[config.mk]
export PLATFORM = sky130hd
export DESIGN_NAME = store_narrow_rmw
export DESIGN_NICKNAME = d
export VERILOG_FILES = /design/src/rtl/store_narrow_rmw.sv
export SDC_FILE = /design/constraint.sdc
export NUM_CORES = 1
export LEC_CHECK = 0
export ABC_AREA = 1
export CORE_ASPECT_RATIO = 0.8
export CORE_MARGIN = 3
export CORE_UTILIZATION = 30
export CTS_BUF_LIST = sky130_fd_sc_hd__clkbuf_16
export DETAILED_ROUTE_END_ITERATION = 10
export GPL_ROUTABILITY_DRIVEN = 1
export SLEW_MARGIN = 20
export SYNTH_ARGS = -nofsm -noshare
export SYNTH_HDL_FRONTEND = slang
export SYNTH_SLANG_ARGS = --single-unit
[constraint.sdc]
create_clock -name clk -period 2 [get_ports clk]
set_input_delay 0.2 -clock clk [delete_from_list [all_inputs] [get_ports clk]]
set_output_delay 0.2 -clock clk [all_outputs]
set_load 0.01 [all_outputs]
[src/rtl/store_narrow_rmw.sv]
//==============================================================================
// Module  : store_narrow_rmw
// Purpose : Narrows a 16-bit register value to a byte with range check and
//           commits it to word memory (word write or byte read-modify-write).
//           Optional macro STORE_NARROW_SAT_EN saturates out-of-range bytes.
// Revision: 1.0 - initial release
//==============================================================================
`default_nettype none

module store_narrow_rmw #(
    parameter int ADDR_W = 16
) (
    input  logic              clk,
    input  logic              rst,
    input  logic              req_valid,
    output logic              req_ready,
    input  logic [ADDR_W-1:0] req_addr,
    input  logic [15:0]       req_data,
    input  logic              req_size,
    input  logic              req_sign,
    output logic              mem_rd_en,
    output logic              mem_wr_en,
    output logic [ADDR_W-1:0] mem_addr,
    output logic [15:0]       mem_wdata,
    input  logic [15:0]       mem_rdata,
    input  logic              mem_ready,
    output logic              done,
    output logic              ovf
);

    typedef enum logic [1:0] {
        S_IDLE = 2'd0,
        S_RD   = 2'd1,
        S_WR   = 2'd2,
        S_DONE = 2'd3
    } state_t;

    state_t            r_state;
    state_t            w_next;
    logic [ADDR_W-1:0] r_addr;
    logic [15:0]       r_data;
    logic [15:0]       r_wdata;
    logic              r_size;
    logic              r_sign;
    logic              r_ovf;

    logic              w_accept;
    logic              w_fit;
    logic [7:0]        w_byte;
    logic [15:0]       w_merged;

    assign w_accept = (r_state == S_IDLE) && req_valid;

    // Signed fit: bits 15..7 all identical; unsigned fit: upper byte zero.
    assign w_fit = r_sign ? ((&r_data[15:7]) | ~(|r_data[15:7]))
                          : ~(|r_data[15:8]);

`ifdef STORE_NARROW_SAT_EN
    localparam logic [7:0] c_sat_spos = 8'h7F;
    localparam logic [7:0] c_sat_sneg = 8'h80;
    localparam logic [7:0] c_sat_umax = 8'hFF;

    always_comb begin
        w_byte = r_data[7:0];
        if (!w_fit) begin
            if (r_sign) w_byte = r_data[15] ? c_sat_sneg : c_sat_spos;
            else        w_byte = c_sat_umax;
        end
    end
`else
    assign w_byte = r_data[7:0];
`endif

    // Little-endian lane select; the untouched byte comes from the read word.
    assign w_merged = r_addr[0] ? {w_byte, mem_rdata[7:0]}
                                : {mem_rdata[15:8], w_byte};

    always_comb begin
        w_next = r_state;
        case (r_state)
            S_IDLE: if (req_valid) w_next = req_size ? S_WR : S_RD;
            S_RD:   if (mem_ready) w_next = S_WR;
            S_WR:   if (mem_ready) w_next = S_DONE;
            S_DONE: w_next = S_IDLE;
            default: w_next = S_IDLE;
        endcase
    end

    always_ff @(posedge clk) begin
        if (rst) r_state <= S_IDLE;
        else     r_state <= w_next;
    end

    always_ff @(posedge clk) begin
        if (rst) begin
            r_addr  <= '0;
            r_data  <= '0;
            r_wdata <= '0;
            r_size  <= 1'b0;
            r_sign  <= 1'b0;
            r_ovf   <= 1'b0;
        end else begin
            if (w_accept) begin
                r_addr  <= req_addr;
                r_data  <= req_data;
                r_wdata <= req_data;
                r_size  <= req_size;
                r_sign  <= req_sign;
            end
            if (r_state == S_RD && mem_ready) r_wdata <= w_merged;
            if (r_state == S_WR && mem_ready) r_ovf <= ~r_size & ~w_fit;
        end
    end

    assign req_ready = (r_state == S_IDLE);
    assign mem_rd_en = (r_state == S_RD);
    assign mem_wr_en = (r_state == S_WR);
    assign mem_addr  = {r_addr[ADDR_W-1:1], 1'b0};
    assign mem_wdata = r_wdata;
    assign done      = (r_state == S_DONE);
    assign ovf       = r_ovf;

endmodule

`default_nettype wire

# Yosys cells after proc, flatten, opt, wreduce, memory -nomap -nowiden
# Index checks and enable logic that the tools add are counted.
[word_totals]
register_bits = 53
in_bits = 54
out_inout_bits = 37
wordCells = 37
[classes]
eq_ne = 6
mux = 9
bitwise_logic = 6
reduce_logical = 9
[op_table]
columns = ["cell", "n"]
rows = [
  ["16-bit two-way mux", 3],
  ["9-bit AND reduction", 1],
  ["9-bit OR reduction", 1],
  ["2-bit two-way mux", 4],
  ["2-bit case mux with 4 select lines", 1],
  ["8-bit OR reduction", 1],
  ["2-bit == test (second input constant)", 2],
  ["2-bit by 1-bit inequality test with 1-bit output (second input constant)", 2],
  ["1-bit inverter", 4],
  ["1-bit logical AND", 3],
  ["3-bit AND reduction", 1],
  ["2-bit by 1-bit == test with 1-bit output (second input constant)", 1],
  ["2-bit zero test", 1],
  ["2-bit inequality test (second input constant)", 1],
  ["2-bit nonzero test", 1],
  ["1-bit AND", 1],
  ["1-bit two-way mux", 1],
  ["1-bit OR", 1],
]

# Longest topological paths before layout
[logic_depth]
depth_word = 6
depth_mapped = 10
mapped_depth_nobuf = 9

# Worst setup path before layout
# Ideal clock, no wire load.
[synth_timing]
kind = "register -> register"
startpoint = "register r_state[0]"
endpoint = "register r_wdata[4], in the netlist mem_wdata[4]"
setup_ns = 0.119
arrival_time_ns = 1.264
required_time_ns = 1.881
setup_slack_ns = 0.617
stages_incl_launch_ff = 10
n_path_buf = 1
synth_period_minus_slack_ns = 1.383
path_cell_list = "dfxtp_1 -> inv_1 -> ha_1 -> nand2_4 -> inv_4 -> buf_6 -> nand2_1 -> nand2_1 -> a21oi_1 -> nor3_2"
[synth_via]
elab_chain_len = 3
word_cells_on_any_way = 6
cone_classes = "eq/ne (1); mux (1); reduce/logical (4)"
[synth_lines]
columns = ["item", "line", "source"]
rows = [
  ["start, declared", "38", "state_t r_state;"],
  ["start signal, assigned", "91", "else r_state <= w_next;"],
  ["2-bit zero test", "-", ""],
  ["named net req_ready", "16", "output logic req_ready,"],
  ["1-bit logical AND", "52", "assign w_accept = (r_state == S_IDLE) && req_valid;"],
  ["2-bit nonzero test (no source line)", "-", ""],
  ["end signal, assigned", "106", "r_wdata <= req_data;"],
  ["end signal, assigned", "110", "if (r_state == S_RD && mem_ready) r_wdata <= w_merged;"],
  ["end, declared", "42", "logic [15:0] r_wdata;"],
]
# The timed path passes the listed nets, and every way through them passes these cells.
# A chain may end at the register's enable or synchronous reset.

# Final worst setup path
[layout_timing]
startpoint = "register r_state[1]"
endpoint = "output mem_rd_en"
[layout_via]
elab_chain_len = 1
[layout_lines]
columns = ["item", "line", "source"]
rows = [
  ["2-bit by 1-bit == test with 1-bit output", "116", "assign mem_rd_en = (r_state == S_RD);"],
  ["end, declared", "21", "output logic mem_rd_en,"],
]
# Every way passes these cells.

==> impl_metrics.csv <==
group,metric,value,unit
pwr,power.density_cell_area,1160,nW/um^2
yosys,cell_count_after_synthesis,344,
yosys,yosys.area.top_type,"dfxtp_1",
yosys,synthesis_stage_register_bit_count,53,
worst_setup_path,worstSetupEndpointType,"output pin",
finish,post_route_cells_drive_above_1_share,7.99,%
routing,firstDrtPassIters,4,
routing,detail_route.vias_per_cell,4.51,
routing,drt-initial-drc-count,70,
clock_network,cts_max_path_buffers,2,
sta,post_route_setup_tns,0,ns
routing,vias,2348,
floorplanning,dieArea,9670,sq um
sta,report.final.setup_viol,0,
clock_network,holdBufCountCts,0,
yosys,synth_mux_area_share,0,%
routing,routed_wl,6880,um
sta,min_period,1.79,ns
clock_network,cts_tree,"yes",
global_routing,grt_antenna_before_repair,0,
pwr,net-switching-power,1.42,mW
sta,timing.final.max_slew_violations,0,
sta,final_hold_vio_count,0,
global_routing,gr-usage-all-layers,14.3,%
yosys,synth.yosys.seq_area_share,41.5,%
floorplanning,die_width,109,um
global_routing,grt_max_degree,33,
worst_setup_path,cp_data_required_time,1.80,ns
sta,final.setup_skew,0.00560,ns
global_routing,grt_pass1_wl,10800,um
routing,detail_route.drc_violations,0,
yosys,synth-compound-area-share,19.3,%
sta,timing.hold.ws,0.457,ns
worst_hold_path,hp-class,"flop to flop",
finish,layout_cell_area_excl_fill,3550,sq um
pwr,switching_share,34.5,%
clock_network,numClockSinks,53,
finish,antennaDiodeCount,0,
yosys,post_syn_nets,403,
worst_setup_path,criticalPathCategory,"flop to output pin",
sta,grt_setup_unrepaired,"false",
yosys,synth_cell_types,27,
yosys,synth-adder-area-share,2.45,%
global_routing,grt_pass1_vias,2228,
pwr,p_clk_share,23.4,%
pwr,internal_power,2.70,mW
clock_network,cts_htree_levels,2,
floorplanning,floorplan.die.height,88.6,um
yosys,cell_area_after_synthesis,2560,sq um
placement,placed_cell_area,3380,sq um
finish,area_growth,38.9,%
yosys,average_footprint_of_a_synthesized_cell,7.43,sq um
worst_setup_path,worstPathMaxFanout,4,
routing,routed_wire_length_per_instance,13.2,um
placement,io_buffer_count,89,
floorplanning,design.core.area,8090,sq um
clock_network,cts_inserted_buffers,5,
pwr,power_leakage,1.49,nW
pwr,fin_total_pwr,4.12,mW
clock_network,clkLatencyLatePin,0.29,ns
clock_network,post_cts_resize_count,0,
floorplanning,placement_rows,29,
yosys,synth_top_family_by_area,"simple AND/OR/NAND/NOR gates",
floorplanning,initial_core_util,31.6,%
clock_network,clkTransAtPathRegs,0.07,ns
clock_network,postCtsSetupRepairBufs,0,
floorplanning,io-pin-count,91,
finish,finish.utilization,43.9,%
sta,post-route-period-util,89.4,%
clock_network,clock_tree.root_cell,"clkbuf_16",
worst_setup_path,worst_setup_sp_type,"flop",
pwr,share_comb_of_total_power,40.1,%
yosys,synthXorXnorAreaFrac,0,%
routing,final_antenna_net_count,0,
placement,dp_hpwl,5090,um
sta,maxClockFrequency,560,MHz
finish,fin_nets,471,
worst_setup_path,worst-endpoint-arrival,1.59,ns
pwr,seq_power_share,36.5,%
run_status,outcome,"finished, final reports clean",
pwr,irDropWorstVdd,0.473,mV
yosys,post_synth_and_or_nand_nor_area_fraction,21.8,%
yosys,synthesis.yosys.warnings,0,
run,cap_viol_max_count,0,
placement,finalWeightedCongestion,0.843,
global_routing,grt_overflow,0,
yosys,post_synth_main_area_contributors,"dfxtp_1 (42%), nand2_1 (11%), o21ai_0 (7.4%), nor2_1 (7.0%), buf_4 (6.2%)",
yosys,synth_top_area_share,41.5,%
## power groups by stage
| stage | registers (mW) | logic [mW] | clock network, mW |
|---|---|---|---|
| 2_1_floorplan | 1.52 | 1.11 | 0 |
| 5_1_grt | 1.54 | 1.85 | 1.03 |
| 3_5_place_dp | 1.52 | 1.67 | 0 |
| 3_3_place_gp | 1.52 | 1.65 | 0 |
| 4_1_cts | 1.50 | 1.68 | 0.997 |
| 6_report | 1.50 | 1.65 | 0.965 |
## registers in the layout, summed over array words and instances (netlist names)
name and flops:
r_addr 16, mem_wdata 16, r_sign 1, r_state 2
r_size 1, r_data 16, ovf 1
## cells in the final DEF, fill, tap and decap left out
cell / n
clkdlybuf4s50_1: 89
nand2_1: 73
dfxtp_1: 53
nor2_1: 48
o21ai_0: 38
inv_1: 29
a21oi_1: 28
nand2_2: 7
o211ai_1: 7
o211ai_2: 7
ha_1: 5
clkbuf_16: 5
buf_4: 4
nand2_4: 2
clkinv_4: 2
inv_2: 2
o21ai_1: 2
nor3_1: 2
nand3_1: 2
inv_4: 1
nor3_2: 1
o22ai_1: 1
o21a_1: 1
and2_0: 1
conb_1: 1
bufinv_16: 1
buf_12: 1
## synthesized netlist by cell type
cell type	n
nand2_2	7
nand2_4	2
nor2_1	48
ha_1	5
and2_0	1
o211ai_2	7
a21oi_1	28
nand3_1	2
inv_1	28
buf_1	1
o21ai_0	38
buf_6	6
nor3_1	2
buf_4	21
clkinv_4	1
nor3_2	1
conb_1	1
nand2_1	73
buf_2	2
o211ai_1	7
o21a_1	1
inv_4	1
o22ai_1	1
inv_2	2
o21ai_1	2
dfxtp_1	53
clkbuf_1	3
## worst paths after layout
kind | startpoint | depth (start not counted) | slack (ns) | to
worst min register to register | r_size | 2 | 0.46 | r_size
worst max register to register | r_state[0] | 8 | 0.35 | mem_wdata[14]
worst max-delay path | r_state[1] | 3 | 0.21 | mem_rd_en
worst min-delay path | r_size | 2 | 0.46 | r_size
## logic make-up (layout without fill, tap and decap cells)
kind of cell | after synthesis | count (layout)
AND/OR/NAND/NOR | 136 | 136
other | 1 | 1
adder cells (fa/ha/maj) | 5 | 5
flip-flops | 53 | 53
buffers and inverters | 65 | 134
AO/OA/AOI/OAI | 84 | 84
## per-stage QoR
| stage | cells | worst slack, ns |
|---|---|---|
| floorplan | 344 | 0.617 |
| global placement | 513 | 0.349 |
| detailed placement | 513 | 0.296 |
| CTS | 521 | 0.197 |
| global route | 521 | 0.149 |
| finish | 521 | 0.213 |
## worst max-delay path: stages (launching register included)
cell             delay (ns)
dfxtp_1                0.33
inv_1                  0.12
ha_1                   0.28
clkdlybuf4s50_1        0.58
## area by class of cell
class                           instances  area [sq um]
Fill cell                             818          4540
Clock inverter                          3          42.5
Multi-Input combinational cell        226          1120
Tap cell                              108           135
Sequential cell                        53          1060
Timing Repair Buffer                   94           941
Clock buffer                            5           125
Inverter                               32           128
## routing by layer
layer  vias up  share of wire [%]  GRT usage (%)
met3         7                6.8           3.65
li1       1226                  -              -
met4         0               0.94           3.51
met5         -                  0              0
met2        67                 46           23.2
met1      1048                 47           19.3
Note: power is estimated with default switching activity, not from simulation.
